$ cat config.mk
export PLATFORM = sky130hd
export DESIGN_NAME = clk_div_glitchfree
export DESIGN_NICKNAME = d
export VERILOG_FILES = /design/src/rtl/clk_div_glitchfree.sv
export SDC_FILE = /design/constraint.sdc
export NUM_CORES = 1
export LEC_CHECK = 0
export ABC_AREA = 1
export CORE_MARGIN = 1.5
export CORE_UTILIZATION = 45
export DETAILED_ROUTE_END_ITERATION = 10
export SLEW_MARGIN = 15
export SYNTH_ARGS = -nofsm -noshare
export SYNTH_HDL_FRONTEND = slang
export SYNTH_SLANG_ARGS = --single-unit
$ cat constraint.sdc
create_clock -name CLK -period 4.75 [get_ports CLK]
set_input_delay 0.475 -clock CLK [delete_from_list [all_inputs] [get_ports CLK]]
set_output_delay 0.475 -clock CLK [all_outputs]
set_load 0.02 [all_outputs]
$ cat src/rtl/clk_div_glitchfree.sv
// clk_div_glitchfree
//   Programmable integer clock divider. It sits directly upstream of the
//   clock inverter/buffer cells and drives the divided-clock tree.
//   CLKOUT comes straight from a flop, so it cannot glitch. Ratio changes
//   and enable/disable only take effect at period boundaries, so the
//   divider never emits a runt pulse. The one exception is reset, which
//   may truncate a pulse.
//
// Handshake: LOAD is a single-cycle strobe with no ready. DIV is captured
//   on every CLK edge where LOAD=1. BUSY reports that a captured ratio is
//   waiting for the next period boundary.
//
// Ports:
//   CLK      in   source clock; all flops use its rising edge
//   RST      in   asynchronous, active-high reset
//   EN       in   run request, sampled on CLK
//   DIV      in   requested divide ratio (0 and 1 are clamped to 2)
//   LOAD     in   single-cycle strobe that captures DIV
//   CLKOUT   out  divided clock, registered
//   RUNNING  out  high in RUN and STOPPING
//   BUSY     out  a loaded ratio is pending and not yet applied
module clk_div_glitchfree #(
    parameter int DIV_W     = 8,
    parameter int RESET_DIV = 4
) (
    input  logic             CLK,
    input  logic             RST,
    input  logic             EN,
    input  logic [DIV_W-1:0] DIV,
    input  logic             LOAD,
    output logic             CLKOUT,
    output logic             RUNNING,
    output logic             BUSY
);

    typedef enum logic [1:0] {
        S_IDLE     = 2'd0,
        S_RUN      = 2'd1,
        S_STOPPING = 2'd2
    } state_t;

    localparam logic [DIV_W-1:0] RESET_DIV_V = DIV_W'(RESET_DIV);
    localparam logic [DIV_W-1:0] MIN_DIV     = DIV_W'(2);

    state_t           state_q, state_d;
    logic [DIV_W-1:0] cnt_q, cnt_d;
    logic [DIV_W-1:0] div_act_q, div_act_d;
    logic [DIV_W-1:0] pend_q, pend_d;
    logic             busy_q, busy_d;
    logic             clkout_q, clkout_d;

    logic [DIV_W-1:0] div_clamped;
    logic [DIV_W-1:0] high_len;
    logic             boundary;

    assign div_clamped = (DIV < MIN_DIV) ? MIN_DIV : DIV;

    // The last low cycle of a period. Ratio and stop decisions are only made here.
    assign boundary = (state_q != S_IDLE) && (cnt_q == div_act_q - DIV_W'(1));

    // State register, with the rest of the datapath flops.
    always_ff @(posedge CLK or posedge RST) begin
        if (RST) begin
            state_q   <= S_IDLE;
            cnt_q     <= '0;
            div_act_q <= RESET_DIV_V;
            pend_q    <= '0;
            busy_q    <= 1'b0;
            clkout_q  <= 1'b0;
        end else begin
            state_q   <= state_d;
            cnt_q     <= cnt_d;
            div_act_q <= div_act_d;
            pend_q    <= pend_d;
            busy_q    <= busy_d;
            clkout_q  <= clkout_d;
        end
    end

    // Next-state logic.
    // RUN->STOPPING on EN=0. STOPPING returns to RUN on EN=1. Otherwise
    // STOPPING finishes the current period and then goes to IDLE.
    always_comb begin
        state_d = state_q;
        case (state_q)
            S_IDLE:     if (EN) state_d = S_RUN;
            S_RUN:      if (!EN) state_d = S_STOPPING;
            S_STOPPING: begin
                if (EN)            state_d = S_RUN;
                else if (boundary) state_d = S_IDLE;
            end
            default:    state_d = S_IDLE;
        endcase
    end

    // Counter and ratio bookkeeping.
    // When LOAD coincides with a boundary, the freshly presented DIV is
    // applied and takes priority over any older pending value.
    always_comb begin
        cnt_d     = cnt_q;
        div_act_d = div_act_q;
        pend_d    = pend_q;
        busy_d    = busy_q;
        if (state_q == S_IDLE) begin
            cnt_d  = '0;
            busy_d = 1'b0;
            if (LOAD) div_act_d = div_clamped;
        end else if (boundary) begin
            cnt_d  = '0;
            busy_d = 1'b0;
            if (LOAD)        div_act_d = div_clamped;
            else if (busy_q) div_act_d = pend_q;
        end else begin
            cnt_d = cnt_q + DIV_W'(1);
            if (LOAD) begin
                pend_d = div_clamped;
                busy_d = 1'b1;
            end
        end
    end

    // Output logic.
    // CLKOUT is computed from the next-state count and ratio, so the
    // registered output lines up with the count on the same cycle.
    // The high phase lasts ceil(N/2) cycles.
    assign high_len = (div_act_d >> 1) + {{(DIV_W-1){1'b0}}, div_act_d[0]};

    always_comb begin
        clkout_d = 1'b0;
        if (state_d != S_IDLE) clkout_d = (cnt_d < high_len);
    end

    assign CLKOUT  = clkout_q;
    assign RUNNING = (state_q != S_IDLE);
    assign BUSY    = busy_q;

endmodule

==> summary.txt, run 1 <==
Clocking
  – CTS Hold Bufs: 0
  – Clock Sinks: 28
  – CTS root buf: clkbuf_8
  – Worst-path clk slew: 100 ps
  – Post-CTS resize count: 0
  – CTS tree: built
  – Longest Clk Path Bufs: 2
  – Worst skew pair latency: 280 ps
  – H-tree depth: 1
  – Post-CTS setup buffer count: 0
  – Num CTS Buffers: 3

Detailed routing
  – Post-DR wirelength/cell: 13.7 um
  – Drc violations: 0
  – Vias per std cell: 5.24
  – 1st-iter DRT viols: 117
  – WL final: 5090 um
  – Detailed Routing Iterations Pass 1: 4
  – Antenna-violating nets left: 0
  – Via count: 1,950

Power
  – Leak pwr: 1.19 nW
  – P per Cell Area: 361 mW/mm^2
  – Worst VDD drop: 0.149 mV
  – Tot Pwr: 867 uW

Floorplan
  – Core area: 0.00466 sq mm
  – Die height: 72.3 um
  – Initial Util: 46.4%
  – Die W: 72.3 um
  – I/O Pins: 15
  – FP Rows: 25
  – Die Area: 0.00523 sq mm

Yosys
  – Mux cell area share after synthesis: 0%
  – Main synth FF type: dfrtp_1
  – Netlist Area Pre-Place: 0.00216 sq mm
  – Netlist cell types: 33
  – Synth Area in Adders: 6.37%
  – Register bit total from synthesis: 28
  – Yosys top cell area share: 31.3%
  – Avg Cell Area, Syn: 7.11 sq um
  – Simple-gate share of the synthesized area: 37.3%
  – Compound-Gate Fraction of Synth Area: 11.5%
  – Syn Nets: 327
  – Post-Synthesis Cells: 304
  – Post-synth ARST share: 100%
  – Yosys top cell by area: dfrtp_1
  – Xor/xnor share of the synthesized area: 3.59%
  – Synth area leaders: dfrtp_1 31%, nand2_1 14%, ha_1 6.4%
  – Yosys warnings: 0
  – Main combinational cell family by area after synthesis: simple AND/OR/NAND/NOR gates
  – Number of synthesized flops with an enable pin: 0
  – Sequential cell area fraction in the yosys report: 32.5%

Cells and area
  – Layout Nets: 342
  – Final Core Density: 51.5%
  – Layout area overhead: 11.1%
  – Most common cell after layout, fill and taps aside: nand2_1
  – # diodes: 0
  – Most frequent cells in the layout: 83 x nand2_1, 36 x inv_1, 27 x dfrtp_1, 24 x o21ai_0
  – Layout cell share with drive strength beyond 1: 13.2%
  – Filler cells: 460

Global routing
  – Global Route Usage Sum: 21.9%
  – Number of global-route vias before repair: 1,920
  – Antenna violations before repair: 0
  – Total gr overflow: 0
  – Largest net degree at the start of global routing: 29
  – First-pass GRT wire length: 8810 um

STA
  – Setup TNS: 0 ps
  – Rel. slew slack: 62.2%
  – Fmax: 257 MHz
  – Clk_skew: 2.51 ps
  – Tmin final: 3900 ps
  – RSZ-0062 raised after global routing: false
  – Final Hold Fails: 0
  – Setup violators final: 0
  – Final period utilization: 82.0%
  – Worst Tran Pin Value: 565 ps
  – Max-slew violations: 0

Worst setup path
  – Worst EP arrival: 4080 ps
  – Critical Path End Type: flip-flop
  – Startpoint type of the worst setup path: flip-flop
  – WS Path Type: flip-flop to flip-flop
  – Maximum fanout along the worst path: 9
  – Critical Path RT: 4930 ps

Place
  – DP HPWL: 4100 um
  – PortBufs: 14
  – Gpl congestion: 0.862

Hold path
  – Hold Crit Class: flip-flop to flip-flop

Run status
  – Outcome: finished clean

Job
  – Max-Cap Viols: 0
routing by layer:
metal | wire, um | track usage (%) | part of all wire [%]
met5 | 0 | 0 | 0
met4 | 112 | 7.34 | 2.2
met3 | 113 | 2.50 | 2.2
met2 | 2280 | 35.3 | 45
met1 | 2580 | 30.8 | 51
area by class of cell:
cell class / instances / area, sq um / area share (%)
timing repair buffer: 15 / 148 / 6.15
sequential: 28 / 702 / 29.2
multi-input combinational: 226 / 1270 / 52.9
clock buffer: 4 / 45.0 / 1.88
inverter: 45 / 169 / 7.04
tap: 54 / 67.6 / 2.82
report_power, final:
group          switching, mW  internal, mW
logic                  0.244         0.141
registers             0.0599         0.284
clock network         0.0782        0.0604
total                  0.382         0.485
cell usage after synthesis, types with 5 or more instances:
library cell   n
a21oi_1       13
dfrtp_1       27
ha_1          11
inv_1         36
inv_2          8
nand2_1       83
nand2_2        5
nand3_1       18
nand3_2        8
nand4_1        9
nor2_1        18
nor2_2         7
nor2_4         5
o21ai_0       24
xor2_1         6
cells by family after synthesis:
kind of cell | Yosys count
DFF | 28
buffers and inverters | 50
and+or+nand+nor | 161
AOI/OAI and AO/OA | 46
adders and majority gates | 11
xor gates and xnor gates | 8
registers in the layout (all words and copies together), names as in the netlist:
signal and flops:
cnt_q 8, div_act_q 8, pend_q 8, state_q 2
BUSY 1, CLKOUT 1
final timing paths:
path	start	slack, ps	end	cells past startpoint
max	div_act_q[0]	850	CLKOUT	26
min	pend_q[4]	480	pend_q[4]	2
max reg2reg	div_act_q[0]	850	CLKOUT	26
min reg2reg	pend_q[4]	480	pend_q[4]	2
max in group asynchronous	RST	3870	div_act_q[2]	3
min in group asynchronous	RST	560	pend_q[4]	3
worst max-delay path: stages (launching register included):
cell	delay [ps]
dfrtp_1	460
inv_2	140
ha_1	310
inv_1	90
nand2_2	70
nand2_1	40
nand2_1	50
nand2_1	60
nor2_2	90
nand3_2	90
nor2_4	190
nand2_4	120
nand2_4	140
inv_2	120
a211oi_1	290
ha_1	310
ha_1	210
inv_1	60
nor2_2	160
nand3_1	100
nand2_1	60
nand2_1	50
ha_1	260
nand2_1	60
o21a_1	180
nand2_1	60
a21oi_1	30
through the flow:
step	area, sq um	setup WS [ps]	hold slack, ps	cells
5_1_grt	2400	469	524	372
3_3_place_gp	2350	902	466	368
4_1_cts	2400	875	484	372
3_5_place_dp	2350	897	460	368
6_report	2400	854	481	372
2_1_floorplan	2160	1380	437	304
No activity file was read; power rests on OpenSTA's default activity.
==> run 2, diff against run 1 <==
==> constraint.sdc (replaced) <==
create_clock -name CLK -period 3.87 [get_ports CLK]
set_input_delay 0.387 -clock CLK [delete_from_list [all_inputs] [get_ports CLK]]
set_output_delay 0.387 -clock CLK [all_outputs]
set_load 0.02 [all_outputs]
==> run 2 against run 1 <==
Cell area increased by 2.5%; die area unchanged; clock skew increased by 2.6 ps; clock power up 35%; combinational power increased by 31%; highest routed layer unchanged.
==> summary.txt, run 2 (synthesized netlist as in run 1, its figures left out) <==
Run status
  – Outcome: finished clean

STA
  – Rel. slew slack: 70.7% (+8.5 points)
  – Setup violators final: 0 (unchanged)
  – Setup TNS: 0 ps (unchanged)
  – Clk_skew: 5.08 ps (+2.57 ps)
  – Worst Tran Pin Value: 435 ps (-130 ps)
  – Tmin final: 3600 ps (-299 ps)
  – Max-slew violations: 0 (unchanged)
  – Final period utilization: 93.0% (+11 points)
  – RSZ-0062 raised after global routing: false
  – Final Hold Fails: 0 (unchanged)
  – Fmax: 278 MHz (+8.3%)

Floorplan
  – I/O Pins: 15 (unchanged)
  – Die Area: 0.00523 sq mm (unchanged)
  – Die W: 72.3 um (unchanged)
  – Die height: 72.3 um (unchanged)
  – FP Rows: 25 (unchanged)
  – Initial Util: 46.4% (unchanged)
  – Core area: 0.00466 sq mm (unchanged)

Detailed routing
  – Post-DR wirelength/cell: 14.2 um (+3.6%)
  – Vias per std cell: 5.35 (+2.1%)
  – WL final: 5330 um (+4.8%)
  – Antenna-violating nets left: 0 (unchanged)
  – 1st-iter DRT viols: 181 (+55%)
  – Detailed Routing Iterations Pass 1: 4 (unchanged)
  – Via count: 2,012 (+3.2%)
  – Drc violations: 0 (unchanged)

Clocking
  – Num CTS Buffers: 3 (unchanged)
  – Worst-path clk slew: 100 ps (about the same)
  – CTS Hold Bufs: 0 (unchanged)
  – Longest Clk Path Bufs: 2 (unchanged)
  – CTS root buf: clkbuf_8
  – CTS tree: built
  – H-tree depth: 1 (unchanged)
  – Post-CTS setup buffer count: 0 (unchanged)
  – Post-CTS resize count: 0 (unchanged)
  – Clock Sinks: 28 (unchanged)
  – Worst skew pair latency: 280 ps (about the same)

Cells and area
  – Layout cell share with drive strength beyond 1: 15.5% (+2.3 points)
  – Most frequent cells in the layout: 83 x nand2_1, 36 x inv_1, 27 x dfrtp_1, 24 x o21ai_0
  – Largest registers: cnt_q x8, div_act_q x8, pend_q x8
  – Layout Nets: 346 (+1.2%)
  – # diodes: 0 (unchanged)
  – Final Non-Filler Cells: 376 (+1.1%)
  – Register area: 702 sq um (unchanged)
  – Filler cells: 455 (-1.1%)
  – Multi-input gate area: 0.00129 sq mm (+1.6%)
  – Most common cell after layout, fill and taps aside: nand2_1
  – Layout area overhead: 13.8%

Place
  – Placed cell count: 372 (+1.1%)
  – DP HPWL: 4320 um (+5.4%)
  – Gpl congestion: 0.907 (+5.3%)
  – PortBufs: 14 (unchanged)

Worst setup path
  – Critical Path End Type: flip-flop
  – Register-to-register setup slack: 270 ps (-580 ps)
  – Maximum fanout along the worst path: 9 (unchanged)
  – R2R depth: 23 (-12%)
  – Worst EP arrival: 3780 ps (-300 ps)
  – RR Startpoint: div_act_q[0]
  – Critical Path RT: 4050 ps (-880 ps)
  – WS Path Type: flip-flop to flip-flop
  – Startpoint type of the worst setup path: flip-flop
  – Capturing point of the worst reg2reg path: CLKOUT

Hold path
  – Hold Crit Class: primary input to async pin

Power
  – P per Cell Area: 450 mW/mm^2 (+24%)
  – Leak pwr: 1.21 nW (+2.1%)
  – Worst VDD drop: 0.206 mV (+39%)

Global routing
  – Global Route Usage Sum: 22.2% (+0.33 points)
  – Number of global-route vias before repair: 1,898 (-1.1%)
  – Largest net degree at the start of global routing: 22 (-24%)
  – First-pass GRT wire length: 9050 um (+2.7%)
  – Antenna violations before repair: 0 (unchanged)
  – Total gr overflow: 0 (unchanged)

Job
  – Max-Cap Viols: 0 (unchanged)
[run 2: critical path, stage by stage (launching register included)]
cell	delay [ps]
dfrtp_1	440
inv_2	160
ha_4	220
xor2_1	140
nand2_1	90
nor2_2	120
nand3_2	80
nor2_4	180
nand2_4	110
nand2_4	140
inv_2	110
a211oi_2	230
ha_2	260
ha_1	190
inv_1	60
nor2_2	150
nand3_1	100
nand2_1	60
nand2_1	50
ha_1	260
nand2_1	60
o21a_1	180
nand2_1	60
a21oi_1	30
[run 2: area by class of cell]
cell class | count | area share (%)
clock buffers | 4 | 2.24
inverters | 45 | 6.87
multi-input cells | 226 | 52.4
flip-flops and latches | 28 | 28.5
well taps | 54 | 2.75
repair buffers | 19 | 7.22
[run 2: worst max path at each step]
| stage | end | startpoint | cells after the start | slack (ps) |
|---|---|---|---|---|
| finish | CLKOUT | div_act_q[0] | 23 | 270 |
| global route | CLKOUT | div_act_q[0] | 26 | 8 |
| CTS | CLKOUT | div_act_q[0] | 26 | 120 |
| detailed placement | CLKOUT | div_act_q[0] | 26 | 140 |
| global placement | CLKOUT | div_act_q[0] | 26 | 260 |
| floorplan | CLKOUT | div_act_q[0] | 26 | 500 |
[run 2: report_power, final]
group / internal [mW] / switching (mW)
Clock: 0.0913 / 0.0968
Sequential: 0.348 / 0.0668
Combinational: 0.189 / 0.314
Total: 0.628 / 0.478
[run 2: per-layer routing]
| metal | share of wire (%) | vias to the layer above | track usage (%) |
|---|---|---|---|
| met2 | 44 | 59 | 34.9 |
| met1 | 48 | 922 | 32.1 |
| met5 | 0 | - | 0 |
| met4 | 1.7 | 0 | 5.87 |
| met3 | 5.5 | 8 | 3.47 |
| li1 | - | 1023 | - |
[run 2: stage by stage]
stage | setup slack [ps] | utilization (%) | total power, mW | hold slack (ps) | instance area [sq um]
after floorplan | 503 | - | 0.771 | 437 | 2160
after global placement | 259 | 51.2 | 0.909 | 458 | 2380
after detailed placement | 142 | 51.2 | 0.912 | 464 | 2380
after CTS | 116 | 52.3 | 1.10 | 365 | 2440
after global routing | 8.03 | 52.8 | 1.19 | 386 | 2460
final | 273 | 52.8 | 1.11 | 355 | 2460
==> patch 1 (settings of run 2) <==
The parameter `DIV_W` goes from 8 to 6.
--- a/src/rtl/clk_div_glitchfree.sv
+++ b/src/rtl/clk_div_glitchfree.sv
@@ -20,7 +20,7 @@
 //   RUNNING  out  high in RUN and STOPPING
 //   BUSY     out  a loaded ratio is pending and not yet applied
 module clk_div_glitchfree #(
-    parameter int DIV_W     = 8,
+    parameter int DIV_W     = 6,
     parameter int RESET_DIV = 4
 ) (
     input  logic             CLK,
Ports: changed (resized DIV); port bits go from 15 to 13. No check against the original RTL was run, so the function may have changed too.
==> patch 1 against run 2 <==
  * Wire length shrank 29%
  * Sequential cell count shrank 6
  * Final cell count shrank 23%
  * Sequential power shrank 4%
  * Power grew 18%
  * Synthesized area shrank 23%
  * Design area shrank 24%
  * Combinational power grew 50%
  * Worst setup slack gained 0.15 ns
  * Sequential share of layout area grew 1.0 points
  * Critical path type unchanged
  * Critical endpoint unchanged
==> patch 1: results (changes against run 2) <==
post-DR wirelength/cell = 13.2 um (was 14.2 um)
crit-path leading delay family = simple AND/OR/NAND/NOR gates (unchanged)
Reg clk slew, reported paths = 0.08 ns (was 0.10 ns)
critical path's largest stage delay = 0.41 ns (was 0.44 ns)
# nets final = 262 (was 346)
Max VDD drop = 259 uV (was 206 uV)
Post-Place Cell Area = 0.00182 mm^2 (was 0.00238 mm^2)
crit path DAT = 3.64 ns (was 3.78 ns)
Worst Hold Class = reg -> reg (was in -> async)
multiplexer area fraction after synthesis = 0% (unchanged)
number of global-route vias before repair = 1443 (was 1898)
diode count = 0 (unchanged)
Clock Latency Late Sink = 0.26 ns (was 0.28 ns)
Netlist cell types = 26 (was 33)
Compound-Gate Fraction of Synth Area = 12.3% (was 11.5%)
via/cell ratio = 5.22 (was 5.35)
commonest cells in the netlist = nand2_1 (57), inv_1 (29), dfrtp_1 (21) (was nand2_1 (83), inv_1 (36), dfrtp_1 (27))
top_reg_cell synth = dfrtp_1 (unchanged)
dpl hpwl = 3.03 mm (was 4.32 mm)
# resized after CTS = 0 (unchanged)
xor and xnor area share after synthesis = 1.59% (was 3.59%)
gpl congestion = 0.864 (was 0.907)
Synth area leaders = dfrtp_1 (32%), nand2_1 (13%), ha_1 (6.8%) (was dfrtp_1 (31%), nand2_1 (14%), ha_1 (6.4%))
syn nets = 247 (was 327)
H-Tree Depth = 1 (unchanged)
run status = finished clean (unchanged)
ratio of cells with drive above 1 in the final layout = 18.6% (was 15.5%)
Slew headroom = 44.3% (was 70.7%)
Iter 0 DRT Violations = 105 (was 181)
Layout fillers = 351 (was 455)
I/O Buffers = 12 (was 14)
Layout Skew = 0.00489 ns (was 0.00508 ns)
Tot GR Track Use = 21.3% (was 22.2%)
critical path's slowest cell = dfrtp_1 (unchanged)
total CTS buffers = 3 (unchanged)
Synth Area in Adders = 6.80% (was 6.37%)
CP Max Fanout = 7 (was 9)
first drt pass iteration count = 4 (unchanged)
first-pass GRT wire length = 6.80 mm (was 9.05 mm)
Leak Pwr = 0.000954 uW (was 0.00121 uW)
Seq/Total Area, Yosys = 33.3% (was 32.5%)
worst slack, placed = 0.464 ns (was 0.142 ns)
post-synthesis async set-or-reset flop share = 100% (unchanged)
biggest regs = cnt_q (6), div_act_q (6), pend_q (6) (was cnt_q (8), div_act_q (8), pend_q (8))
largest net degree at the start of global routing = 23 (was 22)
post-CTS setup repair buffer count = 0 (unchanged)
clk root buf = clkbuf_8 (unchanged)
initial antenna violation count = 0 (unchanged)
clk buf depth = 2 (unchanged)
==> patch 1: worst min-delay path: stages (launching register included) <==
cell and delay (ns):
dfrtp_1 0.35, nand2_1 0.06, o21ai_2 0.04
==> patch 1: path summary, 6_finish.rpt <==
kind | startpoint | to | slack [ns] | cells past startpoint
worst min register to register | pend_q[5] | pend_q[5] | 0.48 | 2
min in group asynchronous | RST | CLKOUT | 0.59 | 2
worst max-delay path | div_act_q[0] | CLKOUT | 0.42 | 21
worst max register to register | div_act_q[0] | CLKOUT | 0.42 | 21
max in group asynchronous | RST | state_q[0] | 2.76 | 2
worst min-delay path | pend_q[5] | pend_q[5] | 0.48 | 2
==> patch 1: metal layers <==
metal  track usage, %  routed length (um)  up-vias
met5                0                   0        -
met4             6.52                  42        0
met3             2.68                 171        4
met2             33.8                1710       37
met1             30.3                1870      700
li1                 -                   -      761
==> patch 1: kinds of logic after synthesis <==
logic type / count (synthesis)
and+or+nand+nor: 122
buffers and inverters: 38
DFF: 22
xor gates and xnor gates: 3
adders and majority gates: 9
AOI/OAI and AO/OA: 34
==> patch 1: area by class of cell <==
class | instances | area (um^2) | area share [%]
multi-input cells | 168 | 952 | 51.0
flip-flops and latches | 22 | 552 | 29.6
inverters | 35 | 131 | 7.04
repair buffers | 13 | 128 | 6.84
well taps | 46 | 57.6 | 3.09
clock buffers | 4 | 45.0 | 2.41
==> patch 1: power breakdown <==
group / internal, uW / switching (uW)
registers: 313 / 87.0
logic: 272 / 485
clock network: 73.5 / 74.1
==> patch 1: stage by stage <==
| stage | power (uW) | hold slack [ns] | cells |
|---|---|---|---|
| 2_1_floorplan | 972 | 0.375 | 228 |
| 4_1_cts | 1310 | 0.492 | 288 |
| 3_5_place_dp | 1150 | 0.475 | 284 |
| 6_report | 1300 | 0.483 | 288 |
| 5_1_grt | 1450 | 0.528 | 288 |
| 3_3_place_gp | 1140 | 0.473 | 284 |
==> patch 2 (config.mk and constraints of run 2) <==
Without the edit above. Register the inputs `EN`, `DIV` and `LOAD` before use. The logic sees them one clock later. Comments in the files are not updated.
--- a/src/rtl/clk_div_glitchfree.sv
+++ b/src/rtl/clk_div_glitchfree.sv
@@ -42,6 +42,16 @@
     localparam logic [DIV_W-1:0] RESET_DIV_V = DIV_W'(RESET_DIV);
     localparam logic [DIV_W-1:0] MIN_DIV     = DIV_W'(2);
 
+    logic EN_q;
+    logic [DIV_W-1:0] DIV_q;
+    logic LOAD_q;
+
+    always_ff @(posedge CLK) begin
+        EN_q   <= EN;
+        DIV_q  <= DIV;
+        LOAD_q <= LOAD;
+    end
+
     state_t           state_q, state_d;
     logic [DIV_W-1:0] cnt_q, cnt_d;
     logic [DIV_W-1:0] div_act_q, div_act_d;
@@ -53,7 +63,7 @@
     logic [DIV_W-1:0] high_len;
     logic             boundary;
 
-    assign div_clamped = (DIV < MIN_DIV) ? MIN_DIV : DIV;
+    assign div_clamped = (DIV_q < MIN_DIV) ? MIN_DIV : DIV_q;
 
     // The last low cycle of a period. Ratio and stop decisions are only made here.
     assign boundary = (state_q != S_IDLE) && (cnt_q == div_act_q - DIV_W'(1));
@@ -83,10 +93,10 @@
     always_comb begin
         state_d = state_q;
         case (state_q)
-            S_IDLE:     if (EN) state_d = S_RUN;
-            S_RUN:      if (!EN) state_d = S_STOPPING;
+            S_IDLE:     if (EN_q) state_d = S_RUN;
+            S_RUN:      if (!EN_q) state_d = S_STOPPING;
             S_STOPPING: begin
-                if (EN)            state_d = S_RUN;
+                if (EN_q)            state_d = S_RUN;
                 else if (boundary) state_d = S_IDLE;
             end
             default:    state_d = S_IDLE;
@@ -104,15 +114,15 @@
         if (state_q == S_IDLE) begin
             cnt_d  = '0;
             busy_d = 1'b0;
-            if (LOAD) div_act_d = div_clamped;
+            if (LOAD_q) div_act_d = div_clamped;
         end else if (boundary) begin
             cnt_d  = '0;
             busy_d = 1'b0;
-            if (LOAD)        div_act_d = div_clamped;
+            if (LOAD_q)        div_act_d = div_clamped;
             else if (busy_q) div_act_d = pend_q;
         end else begin
             cnt_d = cnt_q + DIV_W'(1);
-            if (LOAD) begin
+            if (LOAD_q) begin
                 pend_d = div_clamped;
                 busy_d = 1'b1;
             end
Check against the original RTL: not equivalent (a bounded check fails within 4 cycles, from zero or initial values and one cycle with RST high).
==> patch 2 against run 2 <==
  * Synthesized area is 7.2% higher
  * Utilization grew 3.1 points
  * Wire length fell by 2.2%
  * Power grew 19%
  * Sequential cell count grew 10
  * Design area up 10%
  * Global-route usage decreased by 1.6 points
  * Worst setup slack better by 0.0044 ns
  * Critical endpoint unchanged
  * Highest routed layer unchanged
==> patch 2: results (changes against run 2) <==
run status = finished clean (unchanged)
Seq/Total Area, Yosys = 38.9% (was 32.5%)
Post-Place Cell Area = 0.00256 mm^2 (was 0.00238 mm^2)
Synth warnings = 0 (unchanged)
internal power = 799 uW (was 628 uW)
Worst Hold Class = reg -> reg (was in -> async)
Slew headroom = 59.6% (was 70.7%)
Iter 0 DRT Violations = 102 (was 181)
# nets final = 357 (was 346)
worst slack, placed = 0.171 ns (was 0.142 ns)
Leak Pwr = 0.00134 uW (was 0.00121 uW)
Layout Skew = 0.00624 ns (was 0.00508 ns)
crit path DAT = 3.77 ns (was 3.78 ns)
Tot GR Track Use = 20.6% (was 22.2%)
Worst Reg-to-Reg Cells = 23 (unchanged)
Layout fillers = 470 (was 455)
syn nets = 330 (was 327)
Detailed Route WL = 5.22 mm (was 5.33 mm)
ratio of cells with drive above 1 in the final layout = 14.6% (was 15.5%)
commonest cells in the netlist = nand2_1 (84), inv_1 (37), dfrtp_1 (27) (was nand2_1 (83), inv_1 (36), dfrtp_1 (27))
dpl hpwl = 4.03 mm (was 4.32 mm)
post-DR wirelength/cell = 13.0 um (was 14.2 um)
gpl congestion = 0.930 (was 0.907)
I/O Buffers = 14 (unchanged)
initial antenna violation count = 0 (unchanged)
Synth area leaders = dfrtp_1 (29%), nand2_1 (14%), dfxtp_1 (8.6%) (was dfrtp_1 (31%), nand2_1 (14%), ha_1 (6.4%))
number of global-route vias before repair = 1804 (was 1898)
critical path's largest stage delay = 0.41 ns (was 0.44 ns)
largest net degree at the start of global routing = 29 (was 22)
Vias = 2045 (was 2012)
fin area = 0.00271 mm^2 (was 0.00246 mm^2)
post-synthesis async set-or-reset flop share = 73.7% (was 100%)
H-Tree Depth = 2 (was 1)
Max VDD drop = 277 uV (was 206 uV)
first-pass GRT wire length = 8.54 mm (was 9.05 mm)
==> patch 2: changes by cell type after synthesis, moves of 3 or more <==
cell | before | now
dfxtp_1 | 0 | 10
inv_2 | 8 | 5
nor2_2 | 7 | 4
nand3_2 | 8 | 3
==> patch 2: power groups by stage <==
stage,Combinational [uW],Sequential (uW),Clock (uW)
5_1_grt,568,534,314
4_1_cts,470,526,294
2_1_floorplan,363,513,0
3_3_place_gp,460,535,0
6_report,500,526,285
3_5_place_dp,468,534,0
==> patch 2: layout make-up <==
cell class / instances / area share, %
timing repair buffer: 24 / 7.94
inverter: 43 / 5.95
sequential: 38 / 33.3
tap: 67 / 3.09
clock inverter: 2 / 0.461
multi-input combinational: 222 / 46.2
clock buffer: 6 / 3.05
==> patch 2: routing by layer <==
layer / global-route usage, % / up-vias / share of wire (%)
met2: 32.9 / 39 / 46
met1: 28.9 / 951 / 50
met5: 0 / - / 0
met4: 5.66 / 0 / 1.2
li1: - / 1046 / -
met3: 3.75 / 9 / 3.1
==> patch 2: timing repair <==
action | 4_1_cts | 5_1_grt
endpoints found under the setup margin | 0 | 1
setup buffers | 0 | 6
gates resized for setup | 0 | 4
==> patch 2: final timing paths <==
check                        startpoint           end  slack (ns)
max                        div_act_q[1]        CLKOUT        0.28
min in group asynchronous           RST  div_act_q[7]        0.49
min reg2reg                        EN_q    state_q[0]        0.46
max reg2reg                div_act_q[1]        CLKOUT        0.28
min                                EN_q    state_q[0]        0.46
max in group asynchronous           RST        CLKOUT        2.98
==> patch 2: critical path, delay by kind of cell (launching register included) <==
family	cells	cell delay, ns
AO/OA/AOI/OAI	3	0.51
flip-flops	1	0.41
XOR/XNOR	1	0.16
AND/OR/NAND/NOR	12	1.15
adder cells (fa/ha/maj)	4	0.96
buffers and inverters	3	0.29
==> patch 2: cells by family (layout without fill, tap and decap cells) <==
logic type               after synthesis  in the layout  synth area share [%]
AO/OA/AOI/OAI                         45             45                  10.5
flip-flops                            38             38                  38.9
XOR/XNOR                               9              9                  3.40
adder cells (fa/ha/maj)               11             11                  5.94
buffers and inverters                 47             75                  7.61
AND/OR/NAND/NOR                      157            157                  33.6
==> patch 2: metrics by stage <==
stage	hold WS, ns	std cells
after floorplan	0.415	307
after global placement	0.452	388
after detailed placement	0.449	388
after CTS	0.460	396
after global routing	0.482	402
final	0.461	402
